<file path="src/rtl/io_pkg.sv">
// Shared types and default widths for the input-instruction responder.
// Optional feature macro: IO_SIGN_EXT_EN (sign-extend captured switches).
package io_pkg;

    localparam int DATA_W_DEF      = 10;
    localparam int OUT_W_DEF       = 32;
    localparam int SYNC_STAGES_DEF = 2;

    typedef enum logic [2:0] {
        IDLE,
        WAIT_CLEAR,
        WAIT_PRESS,
        CAPTURED,
        WAIT_RELEASE
    } io_state_t;

endpackage

</file>
<file path="src/rtl/sync_edge.sv">
// Multi-flop synchronizer with an optional per-bit rising-edge detector.
// Macro: none.
module sync_edge #(
    parameter int W       = 1,
    parameter int STAGES  = 2,
    parameter bit EDGE_EN = 1'b1
) (
    input  logic         clk,
    input  logic         reset,
    input  logic [W-1:0] i_d,
    output logic [W-1:0] o_q,
    output logic [W-1:0] o_rise
);

    logic [W-1:0] r_chain [STAGES];

    always_ff @(posedge clk or posedge reset) begin
        if (reset) begin
            for (int i = 0; i < STAGES; i++) begin
                r_chain[i] <= '0;
            end
        end else begin
            r_chain[0] <= i_d;
            for (int i = 1; i < STAGES; i++) begin
                r_chain[i] <= r_chain[i-1];
            end
        end
    end

    assign o_q = r_chain[STAGES-1];

    generate
        if (EDGE_EN) begin : g_edge
            logic [W-1:0] r_prev;

            always_ff @(posedge clk or posedge reset) begin
                if (reset) begin
                    r_prev <= '0;
                end else begin
                    r_prev <= o_q;
                end
            end

            assign o_rise = o_q & ~r_prev;
        end else begin : g_no_edge
            assign o_rise = '0;
        end
    endgenerate

endmodule

</file>
<file path="src/rtl/io_input_responder.sv">
// Returns one operator-confirmed switch value per input instruction.
// Macro: IO_SIGN_EXT_EN selects sign- instead of zero-extension.
module io_input_responder
    import io_pkg::*;
#(
    parameter int DATA_W      = DATA_W_DEF,
    parameter int OUT_W       = OUT_W_DEF,
    parameter int SYNC_STAGES = SYNC_STAGES_DEF
) (
    input  logic              clk,
    input  logic              reset,
    input  logic              input_request,
    input  logic [DATA_W-1:0] switches,
    input  logic              confirm,
    output logic [OUT_W-1:0]  io_data,
    output logic              io_valid,
    output logic              waiting,
    output logic              busy
);

    logic              w_conf_sync;
    logic              w_press;
    logic [DATA_W-1:0] w_sw_sync;
    logic [DATA_W-1:0] w_sw_rise_unused;
    logic [OUT_W-1:0]  w_ext;
    logic              w_capture;

    io_state_t         r_state;
    io_state_t         w_next;
    logic [OUT_W-1:0]  r_data;

    sync_edge #(
        .W       (1),
        .STAGES  (SYNC_STAGES),
        .EDGE_EN (1'b1)
    ) u_conf_sync (
        .clk    (clk),
        .reset  (reset),
        .i_d    (confirm),
        .o_q    (w_conf_sync),
        .o_rise (w_press)
    );

    sync_edge #(
        .W       (DATA_W),
        .STAGES  (SYNC_STAGES),
        .EDGE_EN (1'b0)
    ) u_sw_sync (
        .clk    (clk),
        .reset  (reset),
        .i_d    (switches),
        .o_q    (w_sw_sync),
        .o_rise (w_sw_rise_unused)
    );

`ifdef IO_SIGN_EXT_EN
    assign w_ext = OUT_W'($signed(w_sw_sync));
`else
    assign w_ext = OUT_W'(w_sw_sync);
`endif

    always_ff @(posedge clk or posedge reset) begin
        if (reset) begin
            r_state <= IDLE;
        end else begin
            r_state <= w_next;
        end
    end

    // Abort wins over a same-cycle press so a dropped request never captures.
    always_comb begin
        w_next    = r_state;
        w_capture = 1'b0;
        unique case (r_state)
            IDLE: begin
                if (input_request) begin
                    w_next = w_conf_sync ? WAIT_CLEAR : WAIT_PRESS;
                end
            end
            WAIT_CLEAR: begin
                if (!input_request) begin
                    w_next = IDLE;
                end else if (!w_conf_sync) begin
                    w_next = WAIT_PRESS;
                end
            end
            WAIT_PRESS: begin
                if (!input_request) begin
                    w_next = IDLE;
                end else if (w_press) begin
                    w_next    = CAPTURED;
                    w_capture = 1'b1;
                end
            end
            CAPTURED: begin
                w_next = WAIT_RELEASE;
            end
            WAIT_RELEASE: begin
                if (!w_conf_sync) begin
                    w_next = IDLE;
                end
            end
            default: begin
                w_next = IDLE;
            end
        endcase
    end

    always_ff @(posedge clk or posedge reset) begin
        if (reset) begin
            r_data <= '0;
        end else if (w_capture) begin
            r_data <= w_ext;
        end
    end

    assign io_data  = r_data;
    assign io_valid = (r_state == CAPTURED);
    assign waiting  = (r_state == WAIT_PRESS);
    assign busy     = (r_state != IDLE);

endmodule

</file>
<file path="config.mk">
export PLATFORM = sky130hd
export DESIGN_NAME = io_input_responder
export DESIGN_NICKNAME = d
export VERILOG_FILES = /design/src/rtl/io_pkg.sv /design/src/rtl/sync_edge.sv /design/src/rtl/io_input_responder.sv
export SDC_FILE = /design/constraint.sdc
export NUM_CORES = 1
export LEC_CHECK = 0
export CORE_ASPECT_RATIO = 0.8
export CORE_MARGIN = 3
export CORE_UTILIZATION = 46
export CTS_CLUSTER_DIAMETER = 30
export DETAILED_ROUTE_END_ITERATION = 8
export PLACE_DENSITY = 0.92
export SKIP_LAST_GASP = 1
export SLEW_MARGIN = 20
export SYNTH_ARGS = -nofsm -noshare
export SYNTH_HDL_FRONTEND = slang
export SYNTH_SLANG_ARGS = --single-unit
</file>
<file path="constraint.sdc">
create_clock -name clk -period 3.21 [get_ports clk]
set_input_delay 0.963 -clock clk [delete_from_list [all_inputs] [get_ports clk]]
set_output_delay 0.963 -clock clk [all_outputs]
set_load 0.03 [all_outputs]
</file>
After elaboration in Yosys (flattened, before gate mapping)
Index checks and enable logic that the tools add are counted.
{"block": "word_totals", "ff_bits": 36, "input_bits": 14, "out_inout_bits": 35}
{"block": "classes", "eq_ne": 8, "mux": 11, "bitwise_logic": 2, "n_reduce_logical": 3}
{"operator": "two-way mux 3 bit", "n": 6}
{"operator": "one-hot mux 3 bit (5 select lines)", "n": 1}
{"operator": "== test 3 x 2 -> 1 bit (second input constant)", "n": 2}
{"operator": "!= test 2 bit (second input constant)", "n": 2}
{"operator": "AND reduction 4 bit", "n": 1}
{"operator": "== test 3 x 1 -> 1 bit (second input constant)", "n": 1}
{"operator": "== test 3 bit (second input constant)", "n": 1}
{"operator": "zero test 3 bit", "n": 1}
{"operator": "two-way mux 1 bit", "n": 3}
{"operator": "!= test 3 x 2 -> 1 bit (second input constant)", "n": 1}
{"operator": "!= test 3 bit (second input constant)", "n": 1}
{"operator": "nonzero test 3 bit", "n": 1}
{"operator": "two-way mux 2 bit", "n": 1}
{"operator": "bitwise AND 1 bit", "n": 1}
{"operator": "NOT 1 bit", "n": 1}

Depth between registers and ports, before layout
Gate-level depths: netlist (run 1).
{"block": "logic_depth", "ltp_word": 5, "mapped_depth": 3, "ltp_nobuf": 3}

By module
Synthesis (run 1) repeated with hierarchy kept, for this count alone.
{"block": "unflattened", "cells_unflattened": 106, "area_unflattened_um2": 1468.9}
{"module": "io_input_responder", "instances": 1, "cells_per_inst": 59, "area_per_inst_um2": 718.2, "seq_area_each_um2": 325.3}
{"module": "sync_edge (u_sw_sync)", "instances": 1, "cells_per_inst": 42, "area_per_inst_um2": 658.1, "seq_area_each_um2": 500.5}
{"module": "sync_edge (u_conf_sync)", "instances": 1, "cells_per_inst": 5, "area_per_inst_um2": 92.6, "seq_area_each_um2": 75.1}

Worst setup path after synthesis (run 1)
No wires, ideal clock.
{"block": "synth_path", "path_kind": "reg-to-output", "from": "register r_state[1]", "to": "output port waiting", "arrival_time_ps": 1205, "required_ps": 2247, "path_slack_ps": 1042, "stages_incl_launch_ff": 2, "n_path_buf": 0, "path_cell_list": "dfrtp_1 -> nor3b_1"}
{"block": "synth_between", "elab_chain_len": 1}
{"item": "start: declaration", "line_no": "io_input_responder.sv:28", "source": "io_state_t r_state;"}
{"item": "start signal: assignment", "line_no": "io_input_responder.sv:66", "source": "r_state <= w_next;"}
{"item": "== test 3 x 2 -> 1 bit", "line_no": "io_input_responder.sv:119", "source": "assign waiting = (r_state == WAIT_PRESS);"}
{"item": "end: declaration", "line_no": "io_input_responder.sv:17", "source": "output logic waiting,"}
Every way passes these cells.

Worst setup path after layout (run 1)
{"block": "layout_path", "from": "register r_state[1]", "to": "output port busy"}
{"block": "layout_between", "elab_chain_len": 1}
{"item": "nonzero test 3 bit", "line_no": "io_input_responder.sv:120", "source": "assign busy = (r_state != IDLE);"}
{"item": "end: declaration", "line_no": "io_input_responder.sv:18", "source": "output logic busy"}
Every way passes these cells.

==> results.toml, run 1 <==
[critical_path]
start_kind = "flip-flop"
crit_path_max_incr_delay_ns = 0.60
cp_cell_sequence = "or3_2, clkdlybuf4s50_1"
crit_path_end_kind = "output port"
path_class = "flip-flop to output port"
critPathMaxFanout = 7
worstPathRequired_ns = 2.25
critPathSlowestCell = "clkdlybuf4s50_1"
arrival_ns = 1.86

[clocking]
clkLatencyLatePin_ns = 0.32
path_clk_slew_ns = 0.09
cts_tree = "done"
root_buffer = "clkbuf_4"
cts_setup_buffers = 0
clk_path_buf_depth = 2
numCtsBuffers = 5
htreeDepth = 2
cts_resized = 0
cts_sinks = 36
hold_buffers = 0

[layout]
fin_cells = 152
layout_commonest_cell = "dfrtp_1"
finalNetCount = 129
n_antenna_cell = 0
drive_gt1_share_pct = 21.6
syn_to_final_growth_pct = 22.1
layout_common_cells = "dfrtp_1 (36), clkdlybuf4s50_1 (26), conb_1 (22)"

[timing]
tns_ns = 0
finalHoldViolCount = 0
rsz0062_at_grt = "false"
clock-skew-final_ns = 0.00740
drv_slew = 0
setup_violations = 0
min_period_over_period_pct = 87.9
post-route-min-period_ns = 2.82
fmax_mhz = 355

[die]
fp.dieH_um = 53.4
io_pins = 49
die_w_um = 65.2
core_area_um2 = 2560
initial_core_util_pct = 50.3
num_rows = 16
die_area_um2 = 3480

[pwr]
power_density_nw_per_um2 = 677
leakage_nw = 0.731
vdd_ir_drop_max_uv = 399

[placement]
io_buffers = 26
place_hpwl_um = 1380
place_congestion = 0.685
place_inst = 144

[global_routing]
grt_pass1_vias = 663
grt_overflow = 0
grt_pass1_wl_um = 3080
grt_usage_pct = 12.7
grt_max_degree = 37
antenna_found_initial = 0

[synth]
yosysSeqAreaShare_pct = 69.8
synth_seq_cells = 36
synth_cells = 82
synth_cell_types = 17
synth_area_um2 = 1290
synth-main-ff-cell = "dfrtp_1"
synth-async-reset-ratio_pct = 100
synth_edf_count = 0
ys_warn_count = 0
syn_area_per_cell_um2 = 15.7

[routing]
route.detailed.drc = 0
wl_per_cell_um = 12.6
drt-vias-per-instance = 4.27
first_iter_violations = 14
postRouteAntennaNets = 0
totalWireLength_um = 1910
vias = 649
detail_route.first_pass.iterations = 4

[flow_run]
max-cap-violations = 0

[status]
run_status = "completed"

[min_path]
hold_path_class = "flip-flop to flip-flop"
==> per-layer routing <==
metal  vias up  GRT usage, %  share of wire [%]
met1       311          13.8                 40
met2        44          20.3                 47
met3         6          7.01                 11
li1        288             -                  -
met4         0          5.86                2.1
met5         -             0                  0
==> logic make-up after synthesis <==
logic type / share of synthesized area, %
DFF: 69.8
buffers and inverters: 13.1
muxes: 9.51
and+or+nand+nor: 6.21
AOI/OAI and AO/OA: 1.07
other: 0.291
==> Yosys cell counts (all sizes together), types with 2 or more instances <==
cell type,number,area share [%]
buf,22,13
dfrtp,36,70
mux2,10,8.7
nor2,2,0.78
==> power by group <==
group / switching, mW / internal, mW / total, mW
clock: 0.128 / 0.108 / 0.237
sequential: 0.0314 / 0.510 / 0.541
combinational: 0.167 / 0.121 / 0.288
==> metrics by stage <==
stage | worst slack (ns) | utilization [%] | area (µm²) | hold slack, ns | power (mW)
finish | 0.390 | 61.5 | 1580 | 0.353 | 1.07
global route | 0.326 | 61.5 | 1580 | 0.366 | 1.12
CTS | 0.363 | 61.5 | 1580 | 0.357 | 1.08
detailed placement | 0.732 | 59.2 | 1520 | 0.336 | 0.840
global placement | 0.754 | 59.2 | 1520 | 0.332 | 0.831
floorplan | 1.04 | - | 1370 | 0.331 | 0.739
==> area by class of cell <==
| class | count | area [µm²] |
|---|---|---|
| Fill cell | 210 | 987 |
| Inverter | 1 | 3.75 |
| Multi-Input combinational cell | 44 | 299 |
| Clock buffer | 8 | 58.8 |
| Timing Repair Buffer | 27 | 268 |
| Tap cell | 36 | 45.0 |
| Sequential cell | 36 | 901 |
==> final timing paths <==
path	end	slack (ns)	depth (start not counted)	from
max	busy	0.39	2	r_state[1]$_DFFE_PP0P_
min	u_sw_sync.o_q[8]$_DFF_PP0_	0.35	0	u_sw_sync.r_chain[18]$_DFF_PP0_
max reg2reg	io_data[2]$_DFFE_PP0P_	1.86	3	r_state[2]$_DFFE_PP0P_
min reg2reg	u_sw_sync.o_q[8]$_DFF_PP0_	0.35	0	u_sw_sync.r_chain[18]$_DFF_PP0_
max in group asynchronous	u_sw_sync.r_chain[18]$_DFF_PP0_	1.88	3	reset
min in group asynchronous	io_data[4]$_DFFE_PP0P_	1.02	3	reset
==> state kept, by name, summed over array words and instances (netlist names) <==
register,flops
io_data,10
u_sw_sync.o_q,10
u_sw_sync.r_chain,10
r_state,3
u_conf_sync.g_edge.r_prev,1
u_conf_sync.o_q,1
u_conf_sync.r_chain,1
==> critical path, delay by kind of cell, from the launching register on <==
family / cells / cell delay [ns]
flops: 1 / 0.47
buf+inv: 1 / 0.60
simple gates: 1 / 0.47
Note: power is estimated with default switching activity, not from simulation.
==> run 2, diff against run 1 <==
CORE_MARGIN = not set   (was 3)
CORE_UTILIZATION = 48   (was 46)
CTS_BUF_LIST = sky130_fd_sc_hd__clkbuf_8   (was not set)
PLACE_DENSITY = 0.95   (was 0.92)
RECOVER_POWER = 50   (was not set)
==> run 2 against run 1 <==
Global-route usage grew 2.8 points; sequential share of layout area shrank 3.2 points; core utilization grew 5.2 points; critical path depth is the same; non-clock buffer count is the same; highest routed layer unchanged.
==> results.toml, run 2 (synthesized netlist as in run 1, its figures left out) <==
[critical_path]
start_kind = "flip-flop"
arrival_ns = 1.80
crit_path_max_incr_delay_ns = 0.60
path_class = "flip-flop to output port"
cp_cell_sequence = "or3_2, clkdlybuf4s50_1"
crit_path_start = "r_state[1]$_DFFE_PP0P_"
crit_path_end_kind = "output port"
r2r-start = "r_state[2]$_DFFE_PP0P_"
r2r_cells = 3
critPathSlowestCell = "clkdlybuf4s50_1"
worstPathRequired_ns = 2.25
r2r_slack_ns = 1.80
critPathMaxFanout = 7

[clocking]
clk_path_buf_depth = 2
root_buffer = "clkbuf_8"
cts_resized = 0
cts_setup_buffers = 0
path_clk_slew_ns = 0.07
cts_sinks = 36
clkLatencyLatePin_ns = 0.28
cts_tree = "done"
hold_buffers = 0
htreeDepth = 2
numCtsBuffers = 5

[die]
die_area_um2 = 2900
io_pins = 49
die_w_um = 60.0
initial_core_util_pct = 51.5
num_rows = 16
core_area_um2 = 2500
fp.dieH_um = 48.4

[global_routing]
grt_pass1_wl_um = 3090
busiest_layer = "met2"
gr-usage-met1_pct = 20.0
use_met3_pct = 5.88
grt_usage_pct = 15.5
grt_util_met2_pct = 22.6
grt_max_degree = 24
antenna_found_initial = 0
grt_pass1_vias = 669
grt_overflow = 0

[placement]
place_hpwl_um = 1310
place_congestion = 0.679
io_buffers = 26
place_inst = 144

[min_path]
min_from = "u_sw_sync.r_chain[17]$_DFF_PP0_"
holdPathStages = 0
hold_path_class = "flip-flop to flip-flop"

[layout]
finalNetCount = 129
fin_util_pct = 66.7
layout_commonest_cell = "dfrtp_1"
fin_cells = 152
final.fill_count = 193
drive_gt1_share_pct = 21.6
layout_common_cells = "dfrtp_1 (36), conb_1 (22), dlygate4sd3_1 (13), clkdlybuf4s50_1 (13), mux2_2 (10)"
syn_to_final_growth_pct = 29.4
n_antenna_cell = 0

[timing]
min_period_over_period_pct = 86.2
fmax_mhz = 361
finalHoldViolCount = 0
post-route-min-period_ns = 2.77
drv_slew = 0
rsz0062_at_grt = "false"
relSlewSlack_pct = 23.5
setup_violations = 0
clock-skew-final_ns = 0.00781
tns_ns = 0
worstMarginPinSlew_ns = 1.15

[status]
run_status = "completed"

[flow_run]
max-cap-violations = 0

[routing]
route.detailed.drc = 0
postRouteAntennaNets = 0
drt-vias-per-instance = 4.19
detail_route.first_pass.iterations = 2
wl_per_cell_um = 12.1
vias = 637
totalWireLength_um = 1850
first_iter_violations = 2

[pwr]
total_power_mw = 1.36
leakage_nw = 0.776
power_density_nw_per_um2 = 818
vdd_ir_drop_max_uv = 501
[run 2: cell type report]
class,count,area (µm²),share of cell area (%)
flip-flops and latches,36,901,54.0
multi-input cells,44,297,17.8
repair buffers,27,264,15.8
clock inverters,3,90.1,5.40
clock buffers,5,68.8,4.12
well taps,36,45.0,2.70
inverters,1,3.75,0.225
[run 2: critical path, delay by kind of cell, from the launching register on]
family	cells	cell delay, ns
AND/OR/NAND/NOR	1	0.47
buffers and inverters	1	0.60
flip-flops	1	0.47
[run 2: routing by layer]
| layer | vias to the layer above | routed length [µm] | part of all wire [%] |
|---|---|---|---|
| met2 | 38 | 933 | 51 |
| met1 | 307 | 757 | 41 |
| li1 | 290 | - | - |
| met4 | 0 | 20 | 1.1 |
| met3 | 2 | 135 | 7.3 |
| met5 | - | 0 | 0 |
[run 2: path summary, 6_finish.rpt]
| kind | to |
|---|---|
| max reg2reg | io_data[8]$_DFFE_PP0P_ |
| max in group asynchronous | io_data[9]$_DFFE_PP0P_ |
| max | busy |
| min | u_sw_sync.o_q[7]$_DFF_PP0_ |
| min reg2reg | u_sw_sync.o_q[7]$_DFF_PP0_ |
| min in group asynchronous | u_sw_sync.r_chain[19]$_DFF_PP0_ |
[run 2: metrics by stage]
step | worst slack (ns) | instance area [µm²] | hold WS, ns
2_1_floorplan | 1.04 | 1370 | 0.331
3_3_place_gp | 0.760 | 1520 | 0.331
3_5_place_dp | 0.736 | 1520 | 0.335
4_1_cts | 0.431 | 1680 | 0.352
5_1_grt | 0.250 | 1670 | 0.353
6_report | 0.443 | 1670 | 0.351
[run 2: report_power, final]
part	switching [mW]	internal (mW)	leakage [nW]
clock	0.150	0.389	0.0784
sequential	0.0323	0.511	0.431
combinational	0.166	0.117	0.267
total	0.348	1.02	0.776
==> run 3, diff against run 2 <==
CAP_MARGIN = 20   (was not set)
==> results of run 3 <==
Final layout, timing and power as in run 2 (identical DEF).
